==> config.mk <==
export PLATFORM = sky130hd
export DESIGN_NAME = tdm_demux8
export DESIGN_NICKNAME = d
export VERILOG_FILES = /design/src/rtl/tdm_demux8.sv
export SDC_FILE = /design/constraint.sdc
export NUM_CORES = 1
export LEC_CHECK = 0
export BUFFER_PORTS_ARGS = -buffer_cell sky130_fd_sc_hd__buf_2
export CAP_MARGIN = 10
export CORE_MARGIN = 5
export CORE_UTILIZATION = 45
export DETAILED_ROUTE_END_ITERATION = 8
export GPL_TIMING_DRIVEN = 1
export PLACE_DENSITY = 0.65
export SKIP_CTS_REPAIR_TIMING = 1
export SYNTH_ARGS = -nofsm -noshare
export SYNTH_HDL_FRONTEND = slang
export SYNTH_SLANG_ARGS = --single-unit
==> constraint.sdc <==
create_clock -name clk -period 2.4 [get_ports clk]
set_clock_uncertainty 0.1 [all_clocks]
set_input_delay 0.36 -clock clk [delete_from_list [all_inputs] [get_ports clk]]
set_output_delay 0.36 -clock clk [all_outputs]
set_load 0.01 [all_outputs]
==> src/rtl/tdm_demux8.sv <==
// tdm_demux8: receive side of a serial TDM link.
// Collects one bit per enabled clock into a shadow register, tracks the slot
// position with a two-state FSM, and publishes each complete frame on dout
// with a one-cycle frame_valid pulse. Sync problems give a one-cycle frame_err.
// Optional build macro TDM_PARITY_EN adds an even-parity slot after the last
// data slot. In that build the slot counter and the slot output are one bit wider.
module tdm_demux8 #(
  parameter int LANES = 8,
  parameter int SELW  = 3
) (
  input  logic             clk,
  input  logic             reset,
  input  logic             en,
  input  logic             sync,
  input  logic             din,
  output logic [LANES-1:0] dout,
  output logic             frame_valid,
  output logic             frame_err,
`ifdef TDM_PARITY_EN
  output logic [SELW:0]    slot,
`else
  output logic [SELW-1:0]  slot,
`endif
  output logic             locked
);

`ifdef TDM_PARITY_EN
  localparam int CW = SELW + 1;
`else
  localparam int CW = SELW;
`endif

  // Index of the last data slot. With parity enabled, the parity slot follows it.
  localparam logic [CW-1:0] LAST_DATA = CW'(LANES - 1);
`ifdef TDM_PARITY_EN
  localparam logic [CW-1:0] PAR_SLOT  = CW'(LANES);
`endif
  localparam logic [CW-1:0] SLOT_ONE  = CW'(1);

  typedef enum logic {
    IDLE = 1'b0,
    RUN  = 1'b1
  } state_t;

  state_t           state;
  logic [LANES-1:0] shadow;

  // Frame tracking FSM.
  // Every registered output is updated here, so the outputs never glitch.
  // frame_valid and frame_err are cleared by default on every edge, which
  // makes them single-cycle pulses even when en is low.
  always_ff @(posedge clk) begin
    if (reset) begin
      state       <= IDLE;
      shadow      <= '0;
      dout        <= '0;
      frame_valid <= 1'b0;
      frame_err   <= 1'b0;
      slot        <= '0;
      locked      <= 1'b0;
    end else begin
      frame_valid <= 1'b0;
      frame_err   <= 1'b0;
      if (en) begin
        case (state)
          IDLE: begin
            if (sync) begin
              shadow <= {{(LANES-1){1'b0}}, din};
              slot   <= SLOT_ONE;
              state  <= RUN;
              locked <= 1'b1;
            end
          end
          RUN: begin
            if (slot == '0) begin
              if (sync) begin
                shadow <= {{(LANES-1){1'b0}}, din};
                slot   <= SLOT_ONE;
              end else begin
                // A missing sync at a frame boundary means the link has lost lock.
                frame_err <= 1'b1;
                state     <= IDLE;
                locked    <= 1'b0;
                slot      <= '0;
              end
            end else if (sync) begin
              // An early sync discards the partial frame and starts a new one with this bit.
              frame_err <= 1'b1;
              shadow    <= {{(LANES-1){1'b0}}, din};
              slot      <= SLOT_ONE;
`ifdef TDM_PARITY_EN
            end else if (slot == LAST_DATA) begin
              shadow[LANES-1] <= din;
              slot            <= PAR_SLOT;
            end else if (slot == PAR_SLOT) begin
              // Even parity: the parity bit equals the XOR of the data bits.
              if (din == ^shadow) begin
                dout        <= shadow;
                frame_valid <= 1'b1;
              end else begin
                frame_err   <= 1'b1;
              end
              slot <= '0;
`else
            end else if (slot == LAST_DATA) begin
              dout        <= {din, shadow[LANES-2:0]};
              frame_valid <= 1'b1;
              slot        <= '0;
`endif
            end else begin
              shadow[slot[SELW-1:0]] <= din;
              slot                   <= slot + SLOT_ONE;
            end
          end
          default: begin
            state  <= IDLE;
            locked <= 1'b0;
            slot   <= '0;
          end
        endcase
      end
    end
  end

endmodule
**Word level (Yosys, flattened, before mapping)**

Cells that the tools add are included.

- Output and inout port bits: 14
- Word-level logic and storage cells: 51
- Register bits after elaboration: 23
- Input port bits: 5

- Bitwise logic cells: 4
- Equal/unequal tests: 5
- Reductions and logical operators: 8
- Magnitude comparators: 2
- Add/sub/neg operators: 1
- Mux-type cells: 24

Operator list:

| kind | count |
|---|---|
| $mux W8 | 4 |
| $pmux W8 S2 | 1 |
| $mux W3 | 4 |
| $mux W1 | 10 |
| $bwmux W8 | 1 |
| $pmux W3 S2 | 1 |
| $reduce_and A5 Y1 | 1 |
| $reduce_or A5 Y1 | 1 |
| $lt A3 B4 Y1 const B | 1 |
| $ne A2 B2 Y1 const B | 2 |
| $ne A4 B4 Y1 const B | 1 |
| $not A1 Y1 | 4 |
| $pmux W1 S2 | 2 |
| $reduce_and A2 Y1 | 2 |
| $reduce_and A4 Y1 | 1 |
| $add A3 B1 Y3 const B | 1 |
| $demux W1 S3 | 1 |
| $eq A3 B3 Y1 const B | 1 |
| $ge A3 B1 Y1 const B | 1 |
| $logic_not A3 Y1 | 1 |
| $reduce_or A3 Y1 | 1 |
| $ne A2 B1 Y1 const B | 1 |
| $logic_and A1 B1 Y1 | 1 |

**Depth between registers and ports, before layout**

- Word-level depth: 9
- Gate-level depth with buffers: 9
- Mapped depth without buffers: 8

**Worst setup path after synthesis**

No wires, ideal clock.

- Kind: reg2reg
- From: register slot[0]
- To: register shadow[1]
- Stages on the path, launching flop included: 10
- Setup time: 0.069 ns
- Data arrival time: 1.823 ns
- Buffers on the path: 1
- Period minus slack after synthesis: 1.992 ns
- Required time: 2.231 ns
- Setup slack: 0.408 ns
- Cells stage by stage: dfxtp_1 > buf_2 > inv_1 > ha_1 > nand2b_4 > ha_1 > and2_1 > o31ai_1 > a311o_1 > o21ai_1

- Cells in the longest elaborated chain, start to end: 9
- Elaborated cells on any way between the ends: 14
- Those cells by class: 2 x order compare; 2 x eq/ne; 7 x mux; 3 x reduce/logical

RTL lines:

| item | RTL line | RTL |
|---|---|---|
| start: declaration | 22 | `output logic [SELW-1:0] slot,` |
| start signal: assignment | 112 | `slot <= slot + SLOT_ONE;` |
| $lt A3 B4 Y1 (implied by the code) or $ge A3 B1 Y1 (tied branches) | 111 | `shadow[slot[SELW-1:0]] <= din;` |
| $logic_and A1 B1 Y1 (implied by the code) | 111 |  |
| $mux W1 (implied by the code) | 111 |  |
| $demux W1 S3 | 111 |  |
| $bwmux W8 | 111 |  |
| $mux W8 | 105 | `end else if (slot == LAST_DATA) begin` |
| $mux W8 | 86 | `end else if (sync) begin` |
| $mux W8 | 75 | `if (slot == '0) begin` |
| $pmux W8 S2 | 65 | `case (state)` |
| end signal: assignment | 68 | `shadow <= {{(LANES-1){1'b0}}, din};` |
| end signal: assignment | 77 | `shadow <= {{(LANES-1){1'b0}}, din};` |
| end signal: assignment | 89 | `shadow <= {{(LANES-1){1'b0}}, din};` |
| end: declaration | 46 | `logic [LANES-1:0] shadow;` |

Parallel ways exist; a longest one is shown, timed or not. The select of a mux whose other input is x is not followed.
A chain may end at the register's enable or synchronous reset.

**Worst setup path after layout**

Ends and elaborated chain as after synthesis.

==> flow_summary.json <==
{
  "status": "completed",
  "dp_hpwl_um": 1790,
  "seqCellArea_um2": 440,
  "grt_max_degree": 22,
  "ranking_of_synthesized_cells_by_area": "sky130_fd_sc_hd__dfxtp_1, sky130_fd_sc_hd__nand2_1, sky130_fd_sc_hd__ha_1",
  "ant_nets": 0,
  "routability_congestion_estimate_from_global_placement": 0.845,
  "path_clk_slew_ns": 0.11,
  "wl_per_cell_um": 13.7,
  "layout.cells.most_common_list": "sky130_fd_sc_hd__nand2_1, sky130_fd_sc_hd__dfxtp_1, sky130_fd_sc_hd__buf_2, sky130_fd_sc_hd__inv_1, sky130_fd_sc_hd__a21oi_1",
  "initial_core_util_pct": 47.1,
  "vias_per_cell": 5.64,
  "grt_first_pass_wirelength_um": 4110,
  "post_place_worst_slack_ns": 0.229,
  "leakagePower_nw": 0.520,
  "clk_latency_ns": 0.30,
  "finalWorstSetupSlack_ns": 0.188,
  "cp.arrival_ns": 2.35,
  "crit_slowest_cell": "sky130_fd_sc_hd__dfxtp_1",
  "design.die.area_um2": 3740,
  "power.switching_fraction_pct": 25.9,
  "total_neg_setup_slack_ns": 0,
  "total_power_mw": 0.609,
  "design.core.area_um2": 2500,
  "cap_viol_max_count": 0,
  "ff2ff_path_depth": 8,
  "synth_top_area_share_pct": 37.4,
  "critPathMostFrequentCell": "sky130_fd_sc_hd__ha_1",
  "r2r_setup_slack_ns": 0.19,
  "num_vias": 1020,
  "critPathBufInv": 1,
  "ioPinCount": 19,
  "synth_top_flop_cell": "sky130_fd_sc_hd__dfxtp_1",
  "timing.critical_path.from": "slot[0]$_SDFFE_PP0P_",
  "cts_made_buffers": 3,
  "grt_use_total_pct": 14.5,
  "cpLargestDelayFamily": "flip-flops",
  "number_of_global_route_vias_before_repair": 931,
  "fin_crit_sh_pct": 92.2,
  "ys_types": 39,
  "maxSlewHeadroom_pct": 73.1,
  "overflow": 0,
  "post-route-cell-area_um2": 1280,
  "power_dissipated_by_switching_net_loads_mw": 0.158,
  "power.share.combinational_pct": 11.2,
  "worst_r2r_startpoint": "slot[0]$_SDFFE_PP0P_",
  "worstMarginPinSlew_ns": 0.403,
  "detailedRoute.firstPassIterationCount": 5,
  "syn-instance-count": 137,
  "die-height_um": 61.2,
  "synth.ff_latch_count": 22,
  "max-clock-path-buffers": 2,
  "critical_path.reg2reg.endpoint": "shadow[1]$_SDFFE_PP0P_",
  "async_flop_share_pct": 0,
  "min_delay_worst_endpoint": "dout[7]$_SDFFE_PP0P_",
  "synth_fp_nets": 148,
  "tritoncts_num_sinks": 22,
  "drive_above_1_share_pct": 18.5,
  "worst-setup-path-type": "reg -> reg",
  "power_share_of_the_sequential_group_pct": 62.2,
  "chipWidth_um": 61.2,
  "required_ns": 2.54,
  "drt_first_iter_violations": 29,
  "drc": 0,
  "cts-root-buf": "sky130_fd_sc_hd__clkbuf_4",
  "synth_enable_flop_cells": 0,
  "antenna_found_initial": 0,
  "cell_rows": 18,
  "area_delta_synth_final_pct": 8.39,
  "n_fill_cell": 234,
  "path_depth": 8,
  "power.clock.fraction_pct": 26.6,
  "cpPeakStageDelay_ns": 0.56,
  "synth-warning-count": 0,
  "timing.final.crit_period_ns": 2.21,
  "worst_setup_path_end_kind": "flop",
  "final-setup-viol-count": 0,
  "post_detailed_routing_wire_length_um": 2470,
  "timing.final.max_slew_violations": 0,
  "setup_repair_after_global_routing_missed_its_margin": "no",
  "cell_by_cell_trace_of_the_critical_path": "inv_1 > ha_1 > nand2b_4 > ha_1 > and2_1 > o31ai_1 > a311o_1 > o21ai_1",
  "nets": 164,
  "synth_sequential_area_ratio_pct": 37.4,
  "irDropWorstVdd_uv": 261,
  "netlist_area_um2": 1180,
  "synthDominantAreaCellType": "sky130_fd_sc_hd__dfxtp_1",
  "internal-power_mw": 0.451,
  "numPortBuffers": 18,
  "antenna_diode_count": 0,
  "critical_path.startpoint_type": "flop",
  "cts_tree": "built",
  "critPathMaxFanout": 11,
  "hold_viol_final": 0,
  "multi_input_area_um2": 617,
  "htreeDepth": 1,
  "hold_start": "din",
  "postPlaceCellArea_um2": 1250,
  "hold_class": "in -> reg",
  "synthesis.area_per_instance_um2": 8.60,
  "hold_path_depth": 3,
  "power.density_nw_per_um2": 477,
  "fmaxAchievable_mhz": 452
}
## cell type report
| cell class | count | area share (%) |
|---|---|---|
| clock buffers | 3 | 1.76 |
| inverters | 16 | 4.90 |
| repair buffers | 19 | 7.64 |
| well taps | 30 | 2.94 |
| flip-flops and latches | 22 | 34.5 |
| multi-input cells | 91 | 48.3 |
## worst min-delay path: cells and delay by family
kind | cells | cell delay [ns]
buffers and inverters | 1 | 0.14
AOI/OAI and AO/OA | 1 | 0.05
and+or+nand+nor | 1 | 0.06
## cells in the mapped netlist (all sizes together) (4+ instances only)
master,count
dfxtp,22
o31ai,5
buf,7
o21ai,4
a311oi,5
a21oi,13
inv,16
nand2,22
ha,6
## worst max-delay path by stage
stage                                        end  slack (ns)
after detailed placement  shadow[1]$_SDFFE_PP0P_        0.23
after CTS                 shadow[1]$_SDFFE_PP0P_        0.20
after floorplan           shadow[1]$_SDFFE_PP0P_        0.41
after global placement    shadow[1]$_SDFFE_PP0P_        0.26
final                     shadow[1]$_SDFFE_PP0P_        0.19
after global routing        dout[4]$_SDFFE_PP0P_      0.0006
## cell families after synthesis
family,synth area share (%)
flops,37.4
simple gates,18.5
buf+inv,10.3
compound gates,27.5
fa+ha+maj,6.37
## flip-flops by register name (all words and copies together), names as in the netlist
signal / cells
slot: 3
shadow: 7
state: 1
locked: 1
frame_valid: 1
frame_err: 1
dout: 8
## routing by layer
layer	up-vias	routed length, µm	GRT usage, %
met5	-	0	0
met4	0	40	5.88
met3	6	125	2.52
li1	520	-	-
met1	468	1250	19.9
met2	26	1060	22.5
## metrics by stage
stage / std cells / hold WS [ns] / util [%]
2_1_floorplan: 137 / 0.332 / -
6_report: 181 / 0.255 / 51.1
5_1_grt: 181 / 0.256 / 51.1
3_3_place_gp: 178 / 0.338 / 50.2
3_5_place_dp: 178 / 0.345 / 50.2
4_1_cts: 181 / 0.238 / 51.1
## power groups by stage
stage	clock, mW	sequential [mW]	combinational (mW)
3_5_place_dp	0	0.387	0.0680
3_3_place_gp	0	0.386	0.0677
2_1_floorplan	0	0.384	0.0528
4_1_cts	0.169	0.379	0.0680
6_report	0.162	0.379	0.0683
5_1_grt	0.185	0.380	0.0753
No activity file was read; power rests on OpenSTA's default activity.
